--- config.mk ---
export PLATFORM = sky130hd
export DESIGN_NAME = eth_rx_frame_parser
export DESIGN_NICKNAME = d
export VERILOG_FILES = /design/src/rtl/eth_rx_frame_parser.sv
export SDC_FILE = /design/constraint.sdc
export NUM_CORES = 1
export LEC_CHECK = 0
export BUFFER_PORTS_ARGS = -buffer_cell sky130_fd_sc_hd__buf_2
export CORE_MARGIN = 10
export CORE_UTILIZATION = 50
export CTS_BUF_LIST = sky130_fd_sc_hd__clkbuf_16
export DETAILED_ROUTE_END_ITERATION = 16
export GPL_ROUTABILITY_DRIVEN = 0
export PLACE_DENSITY = 0.68
export SYNTH_ARGS = -nofsm -noshare
export SYNTH_HDL_FRONTEND = slang
export SYNTH_SLANG_ARGS = --single-unit
--- constraint.sdc ---
create_clock -name iclk -period 4.75 [get_ports iclk]
set_input_delay 0.95 -clock iclk [delete_from_list [all_inputs] [get_ports iclk]]
set_output_delay 0.95 -clock iclk [all_outputs]
set_load 0.005 [all_outputs]
--- src/rtl/eth_rx_frame_parser.sv ---
`timescale 1ns/1ps
// eth_rx_frame_parser
// GMII receive parser. It strips the preamble and SFD, then tags each frame byte
// with its field and delays it through a 4-deep pipe so that the FCS bytes can be
// retagged once RX_DV falls. It also produces a per-frame CRC, length and rx_er
// verdict.
//
// state    | meaning
// IDLE     | waiting for RX_DV to rise
// PREAMBLE | receiving 0x55 bytes (1..7) until the SFD
// DA       | post-SFD bytes 1-6
// SA       | post-SFD bytes 7-12
// LEN_TYPE | post-SFD bytes 13-14
// PAYLOAD  | post-SFD bytes 15 onward (FCS is only known when RX_DV falls)
// ERROR    | bad preamble or RX_DV already high out of reset; drop until RX_DV low
module eth_rx_frame_parser #(
  parameter int pDATA_WIDTH        = 8,
  parameter int pMIN_PACKET_LENGHT = 64,
  parameter int pMAX_PACKET_LENGHT = 1536
) (
  input  logic                   iclk,
  input  logic                   i_rst,
  input  logic                   irx_dv,
  input  logic [pDATA_WIDTH-1:0] irx_d,
  input  logic                   irx_er,
  output logic                   o_rx_dv,
  output logic [pDATA_WIDTH-1:0] o_rx_d,
  output logic                   o_rx_er,
  output logic [2:0]             o_fsm_state,
  output logic [10:0]            o_byte_cnt,
  output logic                   o_frame_done,
  output logic                   o_frame_good,
  output logic                   o_crc_err,
  output logic                   o_len_err
);

  localparam logic [31:0] CRC_POLY    = 32'hEDB88320;
  localparam logic [31:0] CRC_RESIDUE = 32'hDEBB20E3;
  localparam logic [10:0] MIN_LEN     = 11'(pMIN_PACKET_LENGHT);
  localparam logic [10:0] MAX_LEN     = 11'(pMAX_PACKET_LENGHT);
  localparam logic [10:0] CNT_SAT     = 11'h7FF;

  typedef enum logic [2:0] {
    ST_IDLE = 3'd0, ST_PRE = 3'd1, ST_DA = 3'd2, ST_SA = 3'd3,
    ST_LT   = 3'd4, ST_PL  = 3'd5, ST_FCS = 3'd6, ST_ERR = 3'd7
  } state_e;

  state_e                 state_q, state_d;
  logic [2:0]             pre_left_q, pre_left_d;
  logic                   dv_prev_q;
  logic [10:0]            cnt_q;
  logic [31:0]            crc_q;
  logic                   er_q;
  logic                   pv_q [4];
  logic [pDATA_WIDTH-1:0] pd_q [4];
  logic                   pe_q [4];
  logic [2:0]             pt_q [4];
  logic [10:0]            pend_cnt_q;
  logic                   pend_crc_err_q, pend_er_q;
  logic [1:0]             drain_q;
  logic                   done_q, good_q, crc_err_q, len_err_q;
  logic [10:0]            byte_cnt_q;
  logic                   in_frame, fwd, eof, sfd, pend_len_err;

  function automatic logic [31:0] crc_upd(input logic [31:0] c, input logic [pDATA_WIDTH-1:0] d);
    logic [31:0] r;
    r = c;
    for (int i = 0; i < pDATA_WIDTH; i++)
      r = (r[0] ^ d[i]) ? ((r >> 1) ^ CRC_POLY) : (r >> 1);
    return r;
  endfunction

  // State register; dv_prev resets high so RX_DV already asserted at release is not a rise
  always_ff @(posedge iclk or posedge i_rst) begin
    if (i_rst) begin
      state_q    <= ST_IDLE;
      pre_left_q <= 3'd0;
      dv_prev_q  <= 1'b1;
    end else begin
      state_q    <= state_d;
      pre_left_q <= pre_left_d;
      dv_prev_q  <= irx_dv;
    end
  end

  // Next-state logic; pre_left counts down the 0x55 bytes still allowed
  always_comb begin
    state_d    = state_q;
    pre_left_d = pre_left_q;
    case (state_q)
      ST_IDLE: if (irx_dv) begin
        if (!dv_prev_q && irx_d == 8'h55) begin
          state_d    = ST_PRE;
          pre_left_d = 3'd6;
        end else begin
          state_d = ST_ERR;
        end
      end
      ST_PRE: begin
        if (!irx_dv)                                 state_d = ST_IDLE;
        else if (irx_d == 8'hD5)                     state_d = ST_DA;
        else if (irx_d == 8'h55 && pre_left_q != 0)  pre_left_d = pre_left_q - 3'd1;
        else                                         state_d = ST_ERR;
      end
      ST_DA:   if (!irx_dv) state_d = ST_IDLE; else if (cnt_q == 11'd5)  state_d = ST_SA;
      ST_SA:   if (!irx_dv) state_d = ST_IDLE; else if (cnt_q == 11'd11) state_d = ST_LT;
      ST_LT:   if (!irx_dv) state_d = ST_IDLE; else if (cnt_q == 11'd13) state_d = ST_PL;
      ST_PL:   if (!irx_dv) state_d = ST_IDLE;
      ST_ERR:  if (!irx_dv) state_d = ST_IDLE;
      default: state_d = ST_IDLE;
    endcase
  end

  // FSM-derived strobes and the visible field tag (FCS overrides the head entry on RX_DV fall)
  always_comb begin
    in_frame = (state_q == ST_DA) || (state_q == ST_SA) || (state_q == ST_LT) || (state_q == ST_PL);
    fwd      = in_frame && irx_dv;
    eof      = in_frame && !irx_dv;
    sfd      = (state_q == ST_PRE) && irx_dv && (irx_d == 8'hD5);
    if (pv_q[3]) o_fsm_state = eof ? ST_FCS : pt_q[3];
    else         o_fsm_state = state_q;
  end

  // Four-stage delay pipe; the entries still inside are retagged FCS when the frame ends
  always_ff @(posedge iclk or posedge i_rst) begin
    if (i_rst) begin
      for (int i = 0; i < 4; i++) begin
        pv_q[i] <= 1'b0;
        pd_q[i] <= '0;
        pe_q[i] <= 1'b0;
        pt_q[i] <= ST_IDLE;
      end
    end else begin
      pv_q[0] <= fwd;
      pd_q[0] <= fwd ? irx_d : '0;
      pe_q[0] <= fwd & irx_er;
      pt_q[0] <= fwd ? state_q : ST_IDLE;
      for (int i = 1; i < 4; i++) begin
        pv_q[i] <= pv_q[i-1];
        pd_q[i] <= pd_q[i-1];
        pe_q[i] <= pe_q[i-1];
        pt_q[i] <= (eof && pv_q[i-1]) ? ST_FCS : pt_q[i-1];
      end
    end
  end

  // Per-frame byte count, CRC and sticky rx_er, restarted at every SFD
  always_ff @(posedge iclk or posedge i_rst) begin
    if (i_rst) begin
      cnt_q <= 11'd0;
      crc_q <= 32'hFFFFFFFF;
      er_q  <= 1'b0;
    end else if (sfd) begin
      cnt_q <= 11'd0;
      crc_q <= 32'hFFFFFFFF;
      er_q  <= 1'b0;
    end else if (fwd) begin
      if (cnt_q != CNT_SAT) cnt_q <= cnt_q + 11'd1;
      crc_q <= crc_upd(crc_q, irx_d);
      er_q  <= er_q | irx_er;
    end
  end

  assign pend_len_err = (pend_cnt_q < MIN_LEN) || (pend_cnt_q > MAX_LEN);

  // Verdict: snapshot at RX_DV fall, publish once the pipe has drained, so a following frame can start
  always_ff @(posedge iclk or posedge i_rst) begin
    if (i_rst) begin
      pend_cnt_q     <= 11'd0;
      pend_crc_err_q <= 1'b0;
      pend_er_q      <= 1'b0;
      drain_q        <= 2'd0;
      done_q         <= 1'b0;
      good_q         <= 1'b0;
      crc_err_q      <= 1'b0;
      len_err_q      <= 1'b0;
      byte_cnt_q     <= 11'd0;
    end else begin
      done_q <= 1'b0;
      if (eof) begin
        pend_cnt_q     <= cnt_q;
        pend_crc_err_q <= (crc_q != CRC_RESIDUE);
        pend_er_q      <= er_q;
        drain_q        <= 2'd3;
      end else if (drain_q != 2'd0) begin
        drain_q <= drain_q - 2'd1;
        if (drain_q == 2'd1) begin
          done_q     <= 1'b1;
          byte_cnt_q <= pend_cnt_q;
          crc_err_q  <= pend_crc_err_q;
          len_err_q  <= pend_len_err;
          good_q     <= !pend_crc_err_q && !pend_len_err && !pend_er_q;
        end
      end
    end
  end

  assign o_rx_dv      = pv_q[3];
  assign o_rx_d       = pd_q[3];
  assign o_rx_er      = pe_q[3];
  assign o_byte_cnt   = byte_cnt_q;
  assign o_frame_done = done_q;
  assign o_frame_good = good_q;
  assign o_crc_err    = crc_err_q;
  assign o_len_err    = len_err_q;

endmodule
==> impl_results.md, run 1 <==
* Post-layout min period at around 3700 ps
* Average wire per standard cell at roughly 17 microns
* # nets final at approximately 540
* Total power divided by cell area at around 830 nW/um^2
* GR Overflow Total at 0
* CTS clk-pin slew, worst paths at around 60 ps
* CTS Hold Bufs at 0
* Setup TNS at 0 ps
* Syn nets at between 500 and 600
* Clock sinks at approximately 130
* Initial drt markers at just under 200
* TritonCTS Buffers at 17
* Setup Fix Bufs, Post-CTS at 0
* Port Buffers at 39
* Critical path fanouts, max at 18
* Top cells by count, synth: 100 x dfrtp_1, 45 x nand2_1, 33 x dfstp_2, 32 x xnor2_1, 31 x nor2_1
* Initial antenna violation count at 0
* GRT Total Usage at 0.152
* Tcrit/Tclk final at 0.768
* Final wirelength at about 12000 microns
* Pleak at 3.24 nW
* Synth Instances at ~500
* Max Fclk at ~270 MHz
* First-pass GRT wire length at 20000 microns
* Crit-path cells: xor2_1 > nand2_1 > nand3_1 > o21ai_0 > buf_2
* Netlist cell types at 58
* # DRC at 0
* Asr flop ratio synth at 1.00
* Internal Power at ~3.7 mW
* Fraction of layout cells with a size suffix above 1 at 0.240
* Clock power frac at 0.233
* Final Core Density at 0.577
* Seq/Total Area, Yosys at 0.560
* Initial Utilization at 0.505
* # Max-Cap Violations at 0
* Status: finished, final reports clean
* Setup Viol. Count Final at 0
* Site Rows at 40
* Number of synthesis warnings at 0
* Top post-synthesis cells by area: dfrtp_1 42%, dfstp_2 14%, xnor2_1 4.7%, xor2_1 4.2%, a2bb2oi_1 3.5%
* Top-area cell type share of the netlist area at 0.416
* Crit Path Category: reg -> out
* Type of origin of the critical path: register
* EDFF count, synth at 0
* Net Sw Power at a little over 2 mW
* Final hold vios at 0
* Worst slew pin tran at between 1000 and 1500 ps
* CP Data Arrival Time at roughly 2700 ps
* Delay-heaviest family, CP: simple AND/OR/NAND/NOR gates
* Hold Path Class: reg -> reg
* Share of total power in combinational logic at 0.426
* Ant diodes at 0
* Ports at 40
* Post-Syn Area at approximately 6000 sq um
* Worst relative slew slack at 0.273
* Syn_area_per_cell at 12.3 sq um
* Die Span Y at about 130 microns
* Number of global-route vias before repair at roughly 3900
* Register area at approximately 3400 sq um
* H-tree Lvls at 4
* Sw frac at 0.353
* CP bufs+invs at 1
* Fillers at around 980
* Primary FF master, synth: dfrtp_1
* Max IR drop VDD at 629 uV
* Post_cts resized at 0
* Unrepaired setup endpoints after global routing: false
* Pin count of the biggest net entering global routing at between 90 and 100
* CP endpoint kind: output port
* Die area at ~17000 sq um
* Clk Latency, worst-skew pair at between 400 and 500 ps
* Clk buf depth at 2
* Max incr delay on CP at approximately 660 ps
* DPL Wire Length at between 7000 and 8000 microns
* Yosys top cell by area: dfrtp_1
* Most frequent cell after synthesis: dfrtp_1
* Multi-input logic area at 2450 sq um
* Fin. max-slew vios at 0
* Vias/cell at between 5 and 6
* DR vias at between 3000 and 4000
* Setup Skew at around 8.6 ps
* Root Buffer: clkbuf_16
* First-pass DRT Iterations at 5
* Required @ worst endpoint at about 3800 ps
* Die Wd at between 100 and 150 microns
* Synthesis-to-finish area growth at 14.2%
* #FFs+latches synth at 133
* Core ar. at ~12000 sq um
* Sequential share of power at 0.340
* Antenna Nets Post-Route at 0
* CTS tree: yes
* Slowest-stage cell, CP: dfrtp_1
## per-stage QoR
step | total power, mW | setup slack, ps | hold WS, ps | std cells | cell area (sq um)
2_1_floorplan | 3.92 | 300 | 331 | 489 | 6020
3_3_place_gp | 4.33 | 1640 | 333 | 648 | 6260
3_5_place_dp | 4.39 | 1550 | 335 | 648 | 6260
4_1_cts | 5.77 | 1120 | 345 | 680 | 6870
5_1_grt | 6.11 | 808 | 350 | 680 | 6870
6_report | 5.74 | 1100 | 345 | 680 | 6870
## final timing paths
| path | end | cells after the start | from | slack (ps) |
|---|---|---|---|---|
| worst max register to register | cnt_q[1] | 6 | state_q[1] | 1550 |
| worst min register to register | pd_q[15] | 0 | pd_q[23] | 350 |
| worst max-delay path | o_fsm_state[0] | 5 | state_q[1] | 1100 |
| min in group asynchronous | pt_q[7] | 2 | i_rst | 830 |
| max in group asynchronous | crc_q[31] | 3 | i_rst | 2900 |
| worst min-delay path | pd_q[15] | 0 | pd_q[23] | 350 |
## worst register-to-register path, stage by stage, from the launching register on
cell and delay [ps]:
dfrtp_1 660, xor2_1 620, nand2_1 550, inv_2 690, o21ai_0 310, nand3_1 150, o21ai_0 90
## cell type report
type                    instances  share of cell area
well taps                     147              0.0268
inverters                      10             0.00582
clock buffers                  17              0.0619
repair buffers                 42              0.0317
multi-input cells             316               0.356
clock inverters                15              0.0275
flip-flops and latches        133               0.490
## kinds of logic after synthesis
| kind of cell | Yosys count | synth area share |
|---|---|---|
| fa+ha+maj | 8 | 0.0162 |
| simple gates | 136 | 0.115 |
| xor+xnor | 79 | 0.151 |
| flops | 133 | 0.560 |
| compound gates | 77 | 0.0950 |
| buf+inv | 40 | 0.0331 |
| mux | 16 | 0.0297 |
## placed cells by master, fill, tap and decap left out, types with 4 or more instances in the layout
cell,instances
clkbuf_16,17
xnor3_1,4
nor2_1,31
mux2_1,6
dfrtp_1,100
o21ai_0,12
buf_2,39
nor3_1,5
and3_1,12
a2bb2oi_1,24
xnor2_4,4
xnor2_2,8
inv_1,10
mux2_2,9
nor3b_1,4
nand3_1,9
ha_1,7
a31oi_1,6
xnor2_1,32
nand2_1,45
dfstp_2,33
nand4_1,4
o22a_1,5
xor2_1,29
bufinv_16,4
nand4b_1,7
a21o_1,6
## power groups by stage
stage / Sequential [mW] / Combinational [mW] / Clock, mW
2_1_floorplan: 1.83 / 2.09 / 0
3_3_place_gp: 1.95 / 2.38 / 0
3_5_place_dp: 1.97 / 2.42 / 0
4_1_cts: 1.95 / 2.46 / 1.36
5_1_grt: 2.01 / 2.69 / 1.42
6_report: 1.95 / 2.45 / 1.34
## sequential cells by signal, summed over array words and instances (netlist names), 2 cells and up
register and flops:
crc_q 32, pd_q 24, pt_q 12, cnt_q 11
o_byte_cnt 11, pend_cnt_q 11, o_rx_d 8, pe_q 3
pre_left_q 3, pv_q 3, state_q 3, drain_q 2
## routing by layer
metal / up-vias / track usage / share of wire
li1: 1767 / - / -
met1: 1886 / 0.192 / 0.45
met2: 63 / 0.242 / 0.49
met3: 16 / 0.0422 / 0.045
met4: 0 / 0.0661 / 0.017
met5: - / 0 / 0
No activity file was read; power rests on OpenSTA's default activity.
==> inputs of run 2 (changes only) <==
- ABC_AREA: default -> 1
- PLACE_DENSITY: 0.68 -> 0.7
- clock period: 4.75 -> 3.2 ns (I/O delays scaled with it)
==> impl_results.md, run 2 <==
* Most frequent cell after synthesis: nand2_1
* Port Buffers at 39 (unchanged)
* Post-Syn Area at 6570 sq um (+9.2%)
* H-tree Lvls at 4 (unchanged)
* # Max-Cap Violations at 0 (unchanged)
* Clock sinks at 133 (unchanged)
* DR vias at 5107 (+37%)
* Synthesis-to-finish area growth at 14.0%
* Top-area cell type share of the netlist area at 0.381 (-0.0349)
* Commonest non-fill, non-tap cells in the layout: 219 x nand2_1, 103 x inv_1, 100 x dfrtp_1
* FF-to-FF Start: state_q[0]
* Tcrit/Tclk final at 0.919
* Setup Skew at 4.48 ps (-4.07 ps)
* Final WS setup at 258 ps (-842 ps)
* Post-layout min period at 2940 ps
* Cell mode on critical path: o21ai_0
* CTS clk-pin slew, worst paths at 60 ps (about the same)
* Antenna Nets Post-Route at 0 (unchanged)
* Die Wd at 135 microns (+3.8%)
* Vias/cell at 5.20 (-5.2%)
* CP Data Arrival Time at 2300 ps (-400 ps)
* Setup Fix Bufs, Post-CTS at 0 (unchanged)
* # nets final at 815 (+51%)
* Seq/Total Area, Yosys at 0.513 (-0.0470)
* First-pass DRT Iterations at 5 (unchanged)
* Setup TNS at 0 ps (unchanged)
* First-pass GRT wire length at 24800 microns (+24%)
* Syn_area_per_cell at 8.69 sq um (-29%)
* Max IR drop VDD at 488 uV (-22%)
* TritonCTS Buffers at 17 (unchanged)
* GR Overflow Total at 0 (unchanged)
* Most common cell after layout, fill and taps aside: nand2_1
* RR Endpoint: cnt_q[5]
* DPL Wire Length at 10200 microns (+28%)
* Worst slew pin tran at 721 ps (-367 ps)
* Initial antenna violation count at 1 (+1)
* Total power divided by cell area at 1120 nW/um^2 (+34%)
* # DRC at 0 (unchanged)
* CP endpoint kind: output port
* Yosys top cell by area: dfrtp_1
* Clk Latency, worst-skew pair at 420 ps (about the same)
* Biggest regs: crc_q: 32 flops, pd_q: 24 flops, pt_q: 12 flops
* Crit Path Category: reg -> out
* Hold Path Class: in -> async
* EDFF count, synth at 0 (unchanged)
* Post-place setup slack at 465 ps (-1080 ps)
* Max Fclk at between 300 and 400 MHz
* Synth Instances at 756 (+55%)
* Netlist cell types at 47 (-19%)
* Die Span Y at 135 microns (+3.8%)
* Slowest-stage cell, CP: dfrtp_1
* Post_cts resized at 0 (unchanged)
* Post-route cell area at 7490 sq um (+8.9%)
* Final hold vios at 0 (unchanged)
* Reg2Reg Depth at 9 (+3)
* CP bufs+invs at 2 (+1)
* Top post-synthesis cells by area: dfrtp_1 38%, dfstp_2 13%, nand2_1 13%, inv_1 5.9%, xor2_1 5.6%
* Max incr delay on CP at 500 ps (-160 ps)
* Cell Area, Placed at 6880 sq um (+9.8%)
* Flop2flop setup slack at 970 ps (-580 ps)
* Site Rows at 41 (+2.5%)
* Unrepaired setup endpoints after global routing: false
* Clk buf depth at 2 (unchanged)
* Required @ worst endpoint at 2560 ps (-1240 ps)
* Pleak at 3.93 nW (+22%)
* Number of synthesis warnings at 0 (unchanged)
* Critical path fanouts, max at 27 (+9)
* Crit-path cells: nor2_1 > nand2_1 > nand3_2 > nand2_4 > clkinvlp_4 > o21ai_0 > o21ai_0 > buf_2
* CTS tree: yes
* WHS at 303 ps (-41.8 ps)
* Core ar. at 12700 sq um (+6.8%)
* Syn nets at 775 (+53%)
* Average wire per standard cell at 14.7 microns (-15%)
* Final wirelength at 14500 microns (+23%)
* Ports at 40 (unchanged)
* Delay-heaviest family, CP: simple AND/OR/NAND/NOR gates
* Die area at 18100 sq um (+7.7%)
* Status: finished, final reports clean
* #FFs+latches synth at 133 (unchanged)
* Primary FF master, synth: dfrtp_1
* Initial drt markers at 397 (+100%)
* Fillers at 1122 (+15%)
* Setup Viol. Count Final at 0 (unchanged)
* Multi-input logic area at 2610 sq um (+6.6%)
* Number of global-route vias before repair at 5218 (+33%)
* Fraction of layout cells with a size suffix above 1 at 0.184 (-0.0560)
* CTS Hold Bufs at 0 (unchanged)
* Register with the most flip-flops: crc_q
* Fin. max-slew vios at 0 (unchanged)
* Root Buffer: clkbuf_16
* Register area at 3370 sq um (unchanged)
* Asr flop ratio synth at 1.00 (unchanged)
* Type of origin of the critical path: register
* Worst relative slew slack at 0.515 (+0.242)
* Top cells by count, synth: 219 x nand2_1, 104 x inv_1, 100 x dfrtp_1, 45 x nor2_1, 42 x xor2_1
* GRT Total Usage at 0.169 (+0.0169)
* Pin count of the biggest net entering global routing at 57 (-38%)
* Initial Utilization at 0.516 (+0.0112)
* Max reg flops at 32 (unchanged)
-- run 2: report_power, final --
| group | total [mW] | internal, mW | leakage, nW | switching, mW |
|---|---|---|---|---|
| sequential | 2.89 | 2.47 | 1.63 | 0.418 |
| combinational | 3.51 | 1.21 | 2.01 | 2.30 |
| clock | 1.99 | 1.23 | 0.293 | 0.760 |
-- run 2: cells by family (layout without fill, tap and decap cells) --
kind of cell / count (synthesis) / in the layout / share of synthesized area
simple gates: 360 / 360 / 0.245
flops: 133 / 133 / 0.513
buf+inv: 133 / 186 / 0.0895
compound gates: 75 / 75 / 0.0701
xor+xnor: 48 / 48 / 0.0691
fa+ha+maj: 7 / 7 / 0.0133
other cells: 0 / 1 / 0
-- run 2: worst max-delay path by stage --
stage	to	slack, ps	cells after the start	from
2_1_floorplan	cnt_q[0]	940	1	i_rst
3_3_place_gp	o_fsm_state[1]	580	7	irx_dv
3_5_place_dp	o_fsm_state[1]	460	7	irx_dv
4_1_cts	o_fsm_state[1]	180	8	state_q[0]
5_1_grt	o_fsm_state[1]	70	8	state_q[0]
6_report	o_fsm_state[1]	260	8	state_q[0]
-- run 2: final cells by class --
cell class              count  share of cell area
flip-flops and latches    133               0.450
inverters                 112              0.0588
well taps                 172              0.0287
clock buffers              17              0.0568
diodes                      1            0.000334
multi-input cells         490               0.349
repair buffers             42              0.0324
clock inverters            15              0.0239
-- run 2: stage by stage --
stage,std cells,utilization,total power [mW]
after floorplan,756,-,5.53
after global placement,949,0.540,6.18
after detailed placement,949,0.540,6.32
after CTS,981,0.588,8.38
after global routing,981,0.588,9.04
final,982,0.588,8.38
-- run 2: per-layer routing --
metal  global-route usage  up-vias  part of all wire
met5                    0        -                 0
met4               0.0641        0             0.017
met3               0.0493       33             0.073
met2                0.275      170              0.48
met1                0.207     2456              0.43
li1                     -     2448                 -
